==> src/rtl/aes_spi_responder.sv <==
`default_nettype none
// ============================================================================
// Module      : aes_spi_responder
// Description : SPI responder for the AES core. Oversamples sclk/scs1/scs2/mosi
//               in the system clock domain, collects one data+key frame per
//               transaction and returns the previously loaded cipher result
//               on miso, MSB first.
// Revision    : 1.0 - initial release
// ============================================================================
module aes_spi_responder #(
    parameter int NK          = 4,
    parameter int SYNC_STAGES = 2
) (
    input  logic                clk,
    input  logic                rst,
    input  logic                sclk,
    input  logic                scs1,
    input  logic                scs2,
    input  logic                mosi,
    output logic                miso,
    output logic [127:0]        data_out,
    output logic [NK*32-1:0]    key_out,
    output logic                mode,
    output logic                frame_valid,
    output logic                frame_err,
    input  logic [127:0]        result_in,
    input  logic                result_valid,
    output logic                tx_loaded
);

    localparam int KEY_W   = NK * 32;
    localparam int FRAME_W = 128 + KEY_W;
    localparam int CNT_W   = $clog2(FRAME_W + 1);

    typedef enum logic [1:0] {
        ST_IDLE = 2'd0,
        ST_RX   = 2'd1,
        ST_HOLD = 2'd2,
        ST_ERR  = 2'd3
    } state_t;

    // Synchronizer chains; the last element is the synchronized value.
    logic [SYNC_STAGES-1:0] r_sclk_sync;
    logic [SYNC_STAGES-1:0] r_scs1_sync;
    logic [SYNC_STAGES-1:0] r_scs2_sync;
    logic [SYNC_STAGES-1:0] r_mosi_sync;
    logic                   r_sclk_d;

    state_t                 r_state;
    logic [CNT_W-1:0]       r_cnt;
    // The final bit of a frame goes straight to the outputs, so the shift
    // register only needs to retain FRAME_W-1 bits between rises.
    logic [FRAME_W-2:0]     r_shift;
    logic [127:0]           r_data;
    logic [KEY_W-1:0]       r_key;
    logic                   r_mode;
    logic                   r_frame_valid;
    logic                   r_frame_err;
    logic [127:0]           r_tx;
    logic                   r_tx_loaded;
    logic                   r_miso;

    logic                   w_sclk_s;
    logic                   w_scs1_s;
    logic                   w_scs2_s;
    logic                   w_mosi_s;
    logic                   w_rise;
    logic                   w_fall;
    logic                   w_cs_any;
    logic                   w_cs_both;
    logic [FRAME_W-1:0]     w_shift_next;
    logic [127:0]           w_tx_src;
    logic                   w_tx_avail;

    assign w_sclk_s     = r_sclk_sync[SYNC_STAGES-1];
    assign w_scs1_s     = r_scs1_sync[SYNC_STAGES-1];
    assign w_scs2_s     = r_scs2_sync[SYNC_STAGES-1];
    assign w_mosi_s     = r_mosi_sync[SYNC_STAGES-1];
    assign w_rise       = w_sclk_s & ~r_sclk_d;
    assign w_fall       = ~w_sclk_s & r_sclk_d;
    assign w_cs_any     = w_scs1_s | w_scs2_s;
    assign w_cs_both    = w_scs1_s & w_scs2_s;
    assign w_shift_next = {r_shift, w_mosi_s};

    // A result strobed in the same cycle a transaction starts is sent at once.
    assign w_tx_src     = result_valid ? result_in : r_tx;
    assign w_tx_avail   = r_tx_loaded | result_valid;

    assign miso         = r_miso;
    assign data_out     = r_data;
    assign key_out      = r_key;
    assign mode         = r_mode;
    assign frame_valid  = r_frame_valid;
    assign frame_err    = r_frame_err;
    assign tx_loaded    = r_tx_loaded;

    // Multi-stage synchronizers plus the delayed sclk used for edge detection.
    always_ff @(posedge clk) begin
        if (rst) begin
            r_sclk_sync <= '0;
            r_scs1_sync <= '0;
            r_scs2_sync <= '0;
            r_mosi_sync <= '0;
            r_sclk_d    <= 1'b0;
        end else begin
            r_sclk_sync <= {r_sclk_sync[SYNC_STAGES-2:0], sclk};
            r_scs1_sync <= {r_scs1_sync[SYNC_STAGES-2:0], scs1};
            r_scs2_sync <= {r_scs2_sync[SYNC_STAGES-2:0], scs2};
            r_mosi_sync <= {r_mosi_sync[SYNC_STAGES-2:0], mosi};
            r_sclk_d    <= w_sclk_s;
        end
    end

    // Transaction FSM with receive shift path and transmit buffer.
    always_ff @(posedge clk) begin
        if (rst) begin
            r_state       <= ST_IDLE;
            r_cnt         <= '0;
            r_shift       <= '0;
            r_data        <= '0;
            r_key         <= '0;
            r_mode        <= 1'b0;
            r_frame_valid <= 1'b0;
            r_frame_err   <= 1'b0;
            r_tx          <= '0;
            r_tx_loaded   <= 1'b0;
            r_miso        <= 1'b0;
        end else begin
            r_frame_valid <= 1'b0;
            r_frame_err   <= 1'b0;

            // Result loads are held off while a frame is being exchanged.
            if (result_valid && (r_state != ST_RX)) begin
                r_tx        <= result_in;
                r_tx_loaded <= 1'b1;
            end

            case (r_state)
                ST_IDLE: begin
                    if (w_cs_both) begin
                        r_state     <= ST_ERR;
                        r_frame_err <= 1'b1;
                    end else if (w_cs_any) begin
                        r_state     <= ST_RX;
                        r_mode      <= w_scs1_s;
                        r_cnt       <= '0;
                        r_tx_loaded <= 1'b0;
                        if (w_tx_avail) begin
                            r_tx   <= w_tx_src;
                            r_miso <= w_tx_src[127];
                        end else begin
                            r_tx   <= '0;
                            r_miso <= 1'b0;
                        end
                    end
                end

                ST_RX: begin
                    // Deselect or double select beats any edge in the same cycle.
                    if (w_cs_both) begin
                        r_state     <= ST_ERR;
                        r_frame_err <= 1'b1;
                        r_miso      <= 1'b0;
                    end else if (!w_cs_any) begin
                        r_state     <= ST_IDLE;
                        r_frame_err <= 1'b1;
                        r_miso      <= 1'b0;
                    end else begin
                        if (w_fall) begin
                            r_tx   <= {r_tx[126:0], 1'b0};
                            r_miso <= r_tx[126];
                        end
                        if (w_rise) begin
                            r_shift <= w_shift_next[FRAME_W-2:0];
                            if (r_cnt == CNT_W'(FRAME_W - 1)) begin
                                r_data        <= w_shift_next[FRAME_W-1 -: 128];
                                r_key         <= w_shift_next[KEY_W-1:0];
                                r_frame_valid <= 1'b1;
                                r_cnt         <= CNT_W'(FRAME_W);
                                r_state       <= ST_HOLD;
                            end else begin
                                r_cnt <= r_cnt + CNT_W'(1);
                            end
                        end
                    end
                end

                ST_HOLD: begin
                    if (!w_cs_any) begin
                        r_state <= ST_IDLE;
                    end
                end

                ST_ERR: begin
                    if (!w_cs_any) begin
                        r_state <= ST_IDLE;
                    end
                end

                default: r_state <= ST_IDLE;
            endcase
        end
    end

endmodule
`default_nettype wire

==> config.mk <==
export PLATFORM = sky130hd
export DESIGN_NAME = aes_spi_responder
export DESIGN_NICKNAME = d
export VERILOG_FILES = /design/src/rtl/aes_spi_responder.sv
export SDC_FILE = /design/constraint.sdc
export NUM_CORES = 1
export LEC_CHECK = 0
export CELL_PAD_IN_SITES_DETAIL_PLACEMENT = 1
export CELL_PAD_IN_SITES_GLOBAL_PLACEMENT = 1
export CORE_MARGIN = 4
export CORE_UTILIZATION = 39
export DETAILED_ROUTE_END_ITERATION = 8
export PLACE_DENSITY_LB_ADDON = 0.1
export SLEW_MARGIN = 10
export SYNTH_ARGS = -nofsm -noshare
export SYNTH_HDL_FRONTEND = slang
export SYNTH_SLANG_ARGS = --single-unit
export TNS_END_PERCENT = 30
==> constraint.sdc <==
create_clock -name clk -period 3.09 [get_ports clk]
set_input_delay 0.309 -clock clk [delete_from_list [all_inputs] [get_ports clk]]
set_output_delay 0.309 -clock clk [all_outputs]
set_load 0.02 [all_outputs]
==> flow_metrics.tcl <==
set metrics [dict create \
    status "completed" \
    intPower_mw 14.5 \
    r2r_slack_ns 0.52 \
    rows 89 \
    coreArea_mm2 0.0592 \
    switching_power_mw 3.83 \
    p_total_mw 18.4 \
    yosysWarnings 0 \
    endpoint_kind "flip-flop" \
    drt-initial-drc-count 1064 \
    hpwlAfterDp_um 43000 \
    ctsHoldBuffers 0 \
    crit_slowest_cell "or4b_1" \
    max_stage_delay_ns 0.66 \
    synth.most_common_cell "nand2_1" \
    ant_nets 0 \
    required_ns 3.62 \
    grt_overflow_total 0 \
    cts.sinks 664 \
    grt_pass1_vias 19900 \
    fin_tns_setup_ns 0 \
    leakage_nw 11.1 \
    grt_start_max_net_pins 169 \
    slew_violations 0 \
    synth_edf_count 0 \
    nets 3200 \
    min_period_ns 2.57 \
    wl_per_cell_um 17.3 \
    post_cts_resize_count 0 \
    dr.pass1.iters 5 \
    cts_setup_buffers 0 \
    cp-start-kind "flip-flop" \
    routed_wl_um 67100 \
    final_hold_viol_count 0 \
    yosys.area.top_type "dfxtp_1" \
    io_pins 396 \
    dieArea_mm2 0.0641 \
    power_switching_share 0.209 \
    power_density_mw_per_mm2 606 \
    portBuffers 395 \
    syn_to_final_growth_pct 29.3 \
    h-tree-depth 3 \
    worstHoldPathType "in2reg" \
    final_layout_size_suffix_gt1_frac 0.0479 \
    antenna_found_initial 13 \
    clock_latency_ns 0.60 \
    netlist_instances 2787 \
    grt_pass1_wl_um 106000 \
    tritoncts "yes" \
    multiInputGateArea_mm2 0.00920 \
    crit_fanout 125 \
    yosysTopAreaCellShare 0.567 \
    ys_ff_latch 664 \
    viasPerCell 5.11 \
    synthTopCellsByCount "1030 x nand2_1, 664 x dfxtp_1, 521 x a21oi_1" \
    cts_buffers 73 \
    syn_avg_cell_area_um2 8.41 \
    synth_flop_cell "dfxtp_1" \
    die_w_um 253 \
    finalCritPeriodShare 0.832 \
    combPwrFrac 0.034 \
    clock_path_buffers 3 \
    seqPwrFrac 0.478 \
    root_buffer "clkbuf_16" \
    fillCellCount 6939 \
    arrival_ns 3.11 \
    drc 0 \
    die_h_um 253 \
    drv_cap 0 \
    synth.yosys.seq_area_share 0.567 \
    rsz0062_at_grt "no" \
    peakVddDrop_mv 0.407 \
    fin_skew_ns 0.0171 \
    track_usage 0.201 \
    synthDistinctLibCells 43 \
    final-seq-area_mm2 0.0133 \
    path_clk_slew_ns 0.06 \
    num_vias 19900 \
    routabilityCongestion 0.796 \
    worstPathCellList "inv_1 -> ha_1 -> or4b_1 -> nor3_4 -> buf_12 -> a22o_1 -> a21o_1" \
    finalSetupViolations 0 \
    start_util 0.396 \
    worst_pin_slew_ns 1.17 \
    synth_nets 2927 \
    clkPwrFrac 0.488 \
    max_freq_ghz 0.389 \
    syn_area_mm2 0.0234 \
    async_flop_share 0 \
    max-slew-margin-rel 0.219 \
    synth_area_leaders "dfxtp_1 57%, nand2_1 16%, a21oi_1 11%, a22o_1 4.7%, a21o_1 4.1%" \
    crit_type "reg2reg" \
]
[cell families (layout without fill, tap and decap cells)]
group | Yosys count | count (layout) | share of synthesized area
xor gates and xnor gates | 4 | 4 | 0.00150
and+or+nand+nor | 1087 | 1087 | 0.179
other | 0 | 6 | 0
AOI/OAI and AO/OA | 795 | 795 | 0.206
adders and majority gates | 5 | 5 | 0.00267
muxes | 3 | 3 | 0.00128
DFF | 664 | 664 | 0.567
buffers and inverters | 229 | 552 | 0.0422
[per-layer routing]
layer,vias to the layer above,wire [um],GRT usage
li1,9777,-,-
met1,9626,29200,0.253
met2,327,32800,0.339
met3,115,3360,0.0519
met4,12,1670,0.0607
met5,-,75,0
[metrics by stage]
step | instance area (um2) | setup slack, ns | hold WS, ns | util | instances
detailed placement | 27800 | 0.530 | 0.432 | 0.469 | 3758
floorplan | 23400 | 0.904 | 0.414 | - | 2787
global placement | 27800 | 0.616 | 0.426 | 0.469 | 3758
finish | 30300 | 0.518 | 0.0577 | 0.511 | 3889
CTS | 30300 | 0.533 | 0.0139 | 0.511 | 3883
global route | 30300 | 0.355 | 0.0257 | 0.511 | 3887
[registers in the layout, indices dropped and copies added, names as in the netlist]
| name | cells |
|---|---|
| tx_loaded | 1 |
| r_scs2_sync | 2 |
| r_tx | 128 |
| miso | 1 |
| frame_valid | 1 |
| frame_err | 1 |
| r_cnt | 9 |
| data_out | 128 |
| key_out | 128 |
| r_sclk_d | 1 |
| r_scs1_sync | 2 |
| mode | 1 |
| r_mosi_sync | 2 |
| r_shift | 255 |
| r_sclk_sync | 2 |
| r_state | 2 |
[final cells by class]
type,count,area share
antenna,6,0.000496
clock buffer,111,0.0757
clock inverter,14,0.00690
inverter,8,0.000991
multi-input combinational,1894,0.304
sequential,664,0.439
tap,773,0.0319
timing repair buffer,419,0.142
[cell usage in the layout, fill, tap and decap left out, types with 4 or more instances in the layout]
master	n
a21o_1	127
a21oi_1	521
a22o_1	126
buf_12	12
buf_4	12
bufinv_16	5
clkbuf_1	10
clkbuf_16	77
clkbuf_8	24
clkdlybuf4s50_1	394
clkinv_2	5
dfxtp_1	664
diode_2	6
ha_1	5
inv_1	8
nand2_1	1029
nand3_1	5
nor2_1	11
nor2b_1	12
nor3_1	4
o21ai_0	5
[worst max-delay path, delay by kind of cell, from the launching register on]
family | cells | cell delay, ns
DFF | 1 | 0.35
and+or+nand+nor | 2 | 0.91
AOI/OAI and AO/OA | 2 | 0.34
adders and majority gates | 1 | 0.31
buffers and inverters | 2 | 0.49
[path summary, 6_finish.rpt]
kind | from | to | cells past startpoint
worst max-delay path | r_scs1_sync[1]$_SDFF_PP0_ | r_tx[5]$_SDFFE_PP0P_ | 7
worst min-delay path | rst | r_shift[114]$_SDFFE_PP0P_ | 2
worst max register to register | r_scs1_sync[1]$_SDFF_PP0_ | r_tx[5]$_SDFFE_PP0P_ | 7
worst min register to register | r_mosi_sync[0]$_SDFF_PP0_ | r_mosi_sync[1]$_SDFF_PP0_ | 1
[power by group through the flow]
stage | clock, mW | sequential, mW | combinational (mW)
after global placement | 0 | 8.95 | 0.613
after CTS | 9.21 | 8.77 | 0.638
after global routing | 9.56 | 8.78 | 0.687
after floorplan | 0 | 8.93 | 0.362
after detailed placement | 0 | 8.96 | 0.635
final | 8.95 | 8.77 | 0.628
(Power assumes the default switching activity.)
